File: src/rtl/pc_sequencer.sv
// ---------------------------------------------------------------------------
// pc_sequencer
//
// Fetch-stage controller for the PC register. Every cycle it chooses the next
// fetch address from sequential fetch, branch/jump redirect, eret return and
// exception entry, and arbitrates that choice against hazard stalls. A
// redirect that shows up while the pipeline is stalled is parked in an
// internal register and released on the first unstalled cycle. It also flags
// misaligned or out-of-range fetch addresses for the exception logic.
//
// Ports:
//   clk         in   1   system clock, rising-edge state updates
//   reset       in   1   asynchronous, active-low reset
//   pc          in  32   current PC register value
//   stall       in   1   hazard-unit stall, PC must hold while high
//   br_valid    in   1   D-stage branch/jump taken
//   br_target   in  32   branch/jump target, qualified by br_valid
//   eret_valid  in   1   eret resolved this cycle
//   epc         in  32   eret return address, qualified by eret_valid
//   exc_req     in   1   exception/interrupt request from CP0
//   npc         out 32   next PC, to PC register NPC
//   pc_en       out  1   PC write enable, to PC register EN
//   req         out  1   exception entry, to PC register Req
//   adel_if     out  1   fetch address error for the current pc
//   pend        out  1   a buffered redirect is outstanding
// ---------------------------------------------------------------------------
module pc_sequencer #(
  parameter logic [31:0] RESET_PC = 32'h0000_3000,
  // Handler entry is applied by the PC register itself when req=1; kept here
  // so the address map of the fetch stage lives in one place.
  parameter logic [31:0] EXC_PC   = 32'h0000_4180,
  parameter logic [31:0] IM_LO    = 32'h0000_3000,
  parameter logic [31:0] IM_HI    = 32'h0000_6FFC
) (
  input  logic        clk,
  input  logic        reset,
  input  logic [31:0] pc,
  input  logic        stall,
  input  logic        br_valid,
  input  logic [31:0] br_target,
  input  logic        eret_valid,
  input  logic [31:0] epc,
  input  logic        exc_req,
  output logic [31:0] npc,
  output logic        pc_en,
  output logic        req,
  output logic        adel_if,
  output logic        pend
);

  typedef enum logic {
    RUN  = 1'b0,
    PEND = 1'b1
  } state_t;

  state_t      state_q, state_d;
  logic [31:0] pend_target_q, pend_target_d;
  logic [31:0] seq_pc;
  logic [31:0] redirect_target;
  logic        redirect_valid;

  // Sequential fetch address; the 32-bit add wraps naturally at 2^32.
  assign seq_pc = pc + 32'd4;

  // eret outranks a branch arriving in the same cycle.
  assign redirect_valid  = eret_valid | br_valid;
  assign redirect_target = eret_valid ? epc : br_target;

  // State register: RUN/PEND plus the parked redirect target. Reset pulls the
  // FSM back to RUN asynchronously so pend drops without waiting for an edge.
  always_ff @(posedge clk or negedge reset) begin
    if (!reset) begin
      state_q       <= RUN;
      pend_target_q <= 32'h0;
    end else begin
      state_q       <= state_d;
      pend_target_q <= pend_target_d;
    end
  end

  // Next-state and output decision. Everything is zero-cycle: the PC register
  // consumes npc/pc_en/req at the following rising edge. While reset is held
  // the boot address is presented and the PC register is not enabled.
  always_comb begin
    state_d       = state_q;
    pend_target_d = pend_target_q;
    npc           = seq_pc;
    pc_en         = 1'b0;
    req           = 1'b0;

    if (!reset) begin
      npc     = RESET_PC;
      state_d = RUN;
    end else if (exc_req) begin
      // Exception entry ignores stall and throws away any parked redirect.
      req     = 1'b1;
      npc     = seq_pc;
      state_d = RUN;
    end else if (state_q == PEND) begin
      // New redirects are ignored here: the redirecting instruction is still
      // held in D and will re-assert, but the parked target is authoritative.
      npc   = pend_target_q;
      pc_en = ~stall;
      if (!stall) begin
        state_d = RUN;
      end
    end else if (redirect_valid) begin
      npc = redirect_target;
      if (stall) begin
        pend_target_d = redirect_target;
        state_d       = PEND;
      end else begin
        pc_en = 1'b1;
      end
    end else begin
      npc   = seq_pc;
      pc_en = ~stall;
    end
  end

  assign pend = (state_q == PEND);

  // Fetch address error is purely a function of the current pc.
  assign adel_if = (pc[1:0] != 2'b00) || (pc < IM_LO) || (pc > IM_HI);

endmodule
File: config.mk
export PLATFORM = sky130hd
export DESIGN_NAME = pc_sequencer
export DESIGN_NICKNAME = d
export VERILOG_FILES = /design/src/rtl/pc_sequencer.sv
export SDC_FILE = /design/constraint.sdc
export NUM_CORES = 1
export LEC_CHECK = 0
export ABC_CLOCK_PERIOD_IN_PS = 2700
export BUFFER_PORTS_ARGS = -buffer_cell sky130_fd_sc_hd__buf_4
export CORE_ASPECT_RATIO = 0.8
export CORE_MARGIN = 4
export CORE_UTILIZATION = 35
export CTS_CLUSTER_SIZE = 8
export DETAILED_ROUTE_END_ITERATION = 6
export PLACE_DENSITY_LB_ADDON = 0.05
export SKIP_CTS_REPAIR_TIMING = 1
export SYNTH_ARGS = -nofsm -noshare
export SYNTH_HDL_FRONTEND = slang
export SYNTH_SLANG_ARGS = --single-unit
File: constraint.sdc
create_clock -name clk -period 2.7 [get_ports clk]
set_input_delay 0.54 -clock clk [delete_from_list [all_inputs] [get_ports clk]]
set_output_delay 0.54 -clock clk [all_outputs]
set_load 0.005 [all_outputs]
==> reports/metrics.cfg <==
[synth]
synth_top_cell_by_area=sky130_fd_sc_hd__dfrtp_1
asyncSetResetFlopFracSynth=1.00
synth_top_area_share=0.238
syn-cell-area_um2=3460
synth_top_cells_by_area=sky130_fd_sc_hd__dfrtp_1, sky130_fd_sc_hd__mux2i_1, sky130_fd_sc_hd__a21oi_1, sky130_fd_sc_hd__nor2_1, sky130_fd_sc_hd__a221oi_1
seq_area_frac_synth=0.238
syn_nets=555
synth-warning-count=0
synth_enable_flop_cells=0
synthFlopType=sky130_fd_sc_hd__dfrtp_1
synth_seq_cells=33
synth_cell_types=64
syn_inst=452
average_size_of_a_mapped_cell_um2=7.66

[critical_path]
crit_path_start_kind=primary input
worstSetupEndpointType=primary output
worst-r2r-setup-slack_ns=0.99
worst-path-max-fanout=10
worst-endpoint-arrival_ns=2.14
capturing_point_of_the_worst_reg2reg_path=pend_target_q[2]$_DFFE_PN0P_
ff2ff_path_depth=5
worst_setup_path_type=in -> out
r2r_start=pend$_DFF_PN0_
timing.critical_path.required_ns=2.16

[sta]
tns_ns=0
timing.final.max_slew_violations=0
maxClockFrequency_ghz=0.373
finalSetupViolCount=0
min_period_over_period=0.994
worst-slew-pin-transition_ns=0.548
timing.clock.skew_ns=0.00456
timing.hold.ws_ns=0.0967
rsz0062_at_grt=yes
final_hold_violating_endpoints=0
final_period_minus_worst_setup_slack_ns=2.68
max-slew-margin-rel=0.632

[cts]
clock-sinks=33
cts_inserted_buffers=5
cts.htree.levels=2
clock_latency_ns=0.28
cts_root_buffer=sky130_fd_sc_hd__clkbuf_16
cts_max_path_buffers=2
clk_pin_slew_worst_setup_hold_paths_ns=0.06
clock_tree_from_tritoncts=yes

[routing]
drt_first_iter_violations=282
detail_route.wirelength_mm=13.2
first_pass_drt_iterations=4
drcViolationCount=0
viasPerCell=5.57
drt.antenna.violating_nets=0
drt-wirelength-per-cell_um=17.8
vias=4116

[cells_and_area]
area_delta_synth_final_pct=46.9
final_core_util=0.527
share_of_layout_cells_above_drive_strength_1=0.362
final_net_count=705
num_antenna_cells=0

[die]
number_of_placement_rows=32
floorplan.initialDensity=0.359
dieHeight_um=97.0
io_pins=138
core-area_um2=9650
die_area_um2=11600
fp.dieW_um=119

[global_routing]
antenna_found_initial=0
grt_max_degree=43
grt_pass1_vias=4026
grt_util_all_layers=0.221
grt_pass1_wl_mm=20.7
global_route.overflow_total=0

[power]
comb_power_share=0.347
power_per_cell_area_nw_per_um2=402
power.total_mw=2.05
maximum_vdd_drop_uv=246
p_int_mw=1.43
p_switching_uw=620
netSwitchingFraction=0.303
power_frac_seq=0.324
p_leak_nw=2.25
power_frac_clock=0.328

[flow_run]
max_cap_viols=0

[status]
run_status=finished clean

[placed_design]
dp_hpwl_mm=10.4
finalWeightedCongestion=0.883
port_buffers=137

[min_path]
worst_min_delay_path_category=in -> async

-- cell type report --
type                    count  area [um2]
repair buffers            182        1430
well taps                 136         170
inverters                  20        75.1
clock inverters             1        30.0
fillers                   948        4560
multi-input cells         360        2410
clock buffers               7         143
flip-flops and latches     33         827
-- per-stage QoR --
stage	instances	cell area, um2	setup slack [ns]
after global placement	730	4870	-0.0318
after global routing	739	5090	-0.0255
after floorplan	452	3460	0.178
final	739	5090	0.0173
after detailed placement	730	4870	-0.0237
after CTS	738	5050	-0.0241
-- worst max path at each step --
stage	startpoint	end	slack (ns)	cells past startpoint
after floorplan	pc[2]	npc[20]	0.18	7
after global placement	pc[9]	npc[27]	-0.03	6
after detailed placement	pc[9]	npc[27]	-0.02	6
after CTS	pc[9]	npc[27]	-0.02	6
after global routing	pc[16]	npc[29]	-0.03	7
final	pc[16]	npc[27]	0.02	7
-- per-layer routing --
layer	vias up	track usage	share of wire
li1	2041	-	-
met1	1948	0.293	0.45
met2	116	0.371	0.48
met3	11	0.0438	0.054
met4	0	0.0463	0.012
met5	-	0	0
-- cell usage in the layout (no fill, tap or decap), types with 12 or more instances in the layout --
cell type / synthesis / layout
sky130_fd_sc_hd__inv_1: 18 / 18
sky130_fd_sc_hd__buf_4: 1 / 176
sky130_fd_sc_hd__mux2i_1: 31 / 31
sky130_fd_sc_hd__nand4_1: 12 / 12
sky130_fd_sc_hd__nor2_1: 59 / 59
sky130_fd_sc_hd__a221o_1: 13 / 13
sky130_fd_sc_hd__nand3_1: 14 / 13
sky130_fd_sc_hd__dfrtp_1: 33 / 32
sky130_fd_sc_hd__nand2_1: 19 / 18
sky130_fd_sc_hd__a221oi_1: 17 / 17
sky130_fd_sc_hd__a21oi_1: 55 / 55
-- worst max-delay path, stage by stage --
cell and delay, ns:
sky130_fd_sc_hd__buf_4 0.13, sky130_fd_sc_hd__nand4_1 0.09, sky130_fd_sc_hd__or4_4 0.63, sky130_fd_sc_hd__buf_4 0.18, sky130_fd_sc_hd__o41ai_2 0.34, sky130_fd_sc_hd__a211oi_2 0.09, sky130_fd_sc_hd__buf_4 0.15
-- flip-flops by register name (all words and copies together) (netlist names) --
name and count:
pend 1, pend_target_q 32
-- Yosys cell counts (2+ instances only) --
cell / count
sky130_fd_sc_hd__and4_1: 4
sky130_fd_sc_hd__or4_1: 6
sky130_fd_sc_hd__xnor2_1: 6
sky130_fd_sc_hd__nand3b_1: 5
sky130_fd_sc_hd__clkinv_1: 2
sky130_fd_sc_hd__nor3_1: 8
sky130_fd_sc_hd__a21oi_1: 55
sky130_fd_sc_hd__nand2_1: 19
sky130_fd_sc_hd__o2111ai_1: 5
sky130_fd_sc_hd__a311oi_1: 2
sky130_fd_sc_hd__nor4_1: 7
sky130_fd_sc_hd__a221oi_1: 17
sky130_fd_sc_hd__and3_1: 4
sky130_fd_sc_hd__mux2i_1: 31
sky130_fd_sc_hd__nand3_1: 14
sky130_fd_sc_hd__buf_2: 8
sky130_fd_sc_hd__o21ai_0: 11
sky130_fd_sc_hd__o311ai_0: 2
sky130_fd_sc_hd__or2_2: 3
sky130_fd_sc_hd__dfrtp_1: 33
sky130_fd_sc_hd__and2_1: 3
sky130_fd_sc_hd__buf_1: 3
sky130_fd_sc_hd__a211oi_1: 8
sky130_fd_sc_hd__nor2_1: 59
sky130_fd_sc_hd__nor4b_1: 2
sky130_fd_sc_hd__nand4_1: 12
sky130_fd_sc_hd__a22oi_1: 2
sky130_fd_sc_hd__buf_6: 2
sky130_fd_sc_hd__nor3b_1: 2
sky130_fd_sc_hd__a31o_2: 7
sky130_fd_sc_hd__a221o_1: 13
sky130_fd_sc_hd__o32ai_1: 2
sky130_fd_sc_hd__nor2b_1: 5
sky130_fd_sc_hd__inv_1: 18
sky130_fd_sc_hd__o211ai_1: 6
sky130_fd_sc_hd__clkbuf_1: 23
sky130_fd_sc_hd__and4_2: 2
sky130_fd_sc_hd__xor2_1: 9
sky130_fd_sc_hd__o31ai_1: 3
sky130_fd_sc_hd__or3_1: 3
sky130_fd_sc_hd__nand4_2: 2
sky130_fd_sc_hd__mux2_2: 2
-- cell families after synthesis --
logic type      Yosys count  synth area share
flops                    33             0.238
fa+ha+maj                 1           0.00361
buf+inv                  59            0.0766
simple gates            166             0.254
xor+xnor                 15            0.0379
mux                      33            0.0961
compound gates          145             0.293
-- power groups by stage --
stage	registers, mW	clock network (mW)	logic, mW
5_1_grt	0.677	0.712	0.784
3_3_place_gp	0.667	0	0.700
6_report	0.664	0.672	0.711
3_5_place_dp	0.671	0	0.707
4_1_cts	0.663	0.681	0.710
2_1_floorplan	0.655	0	0.353
Power figures use the tool's default switching activity.
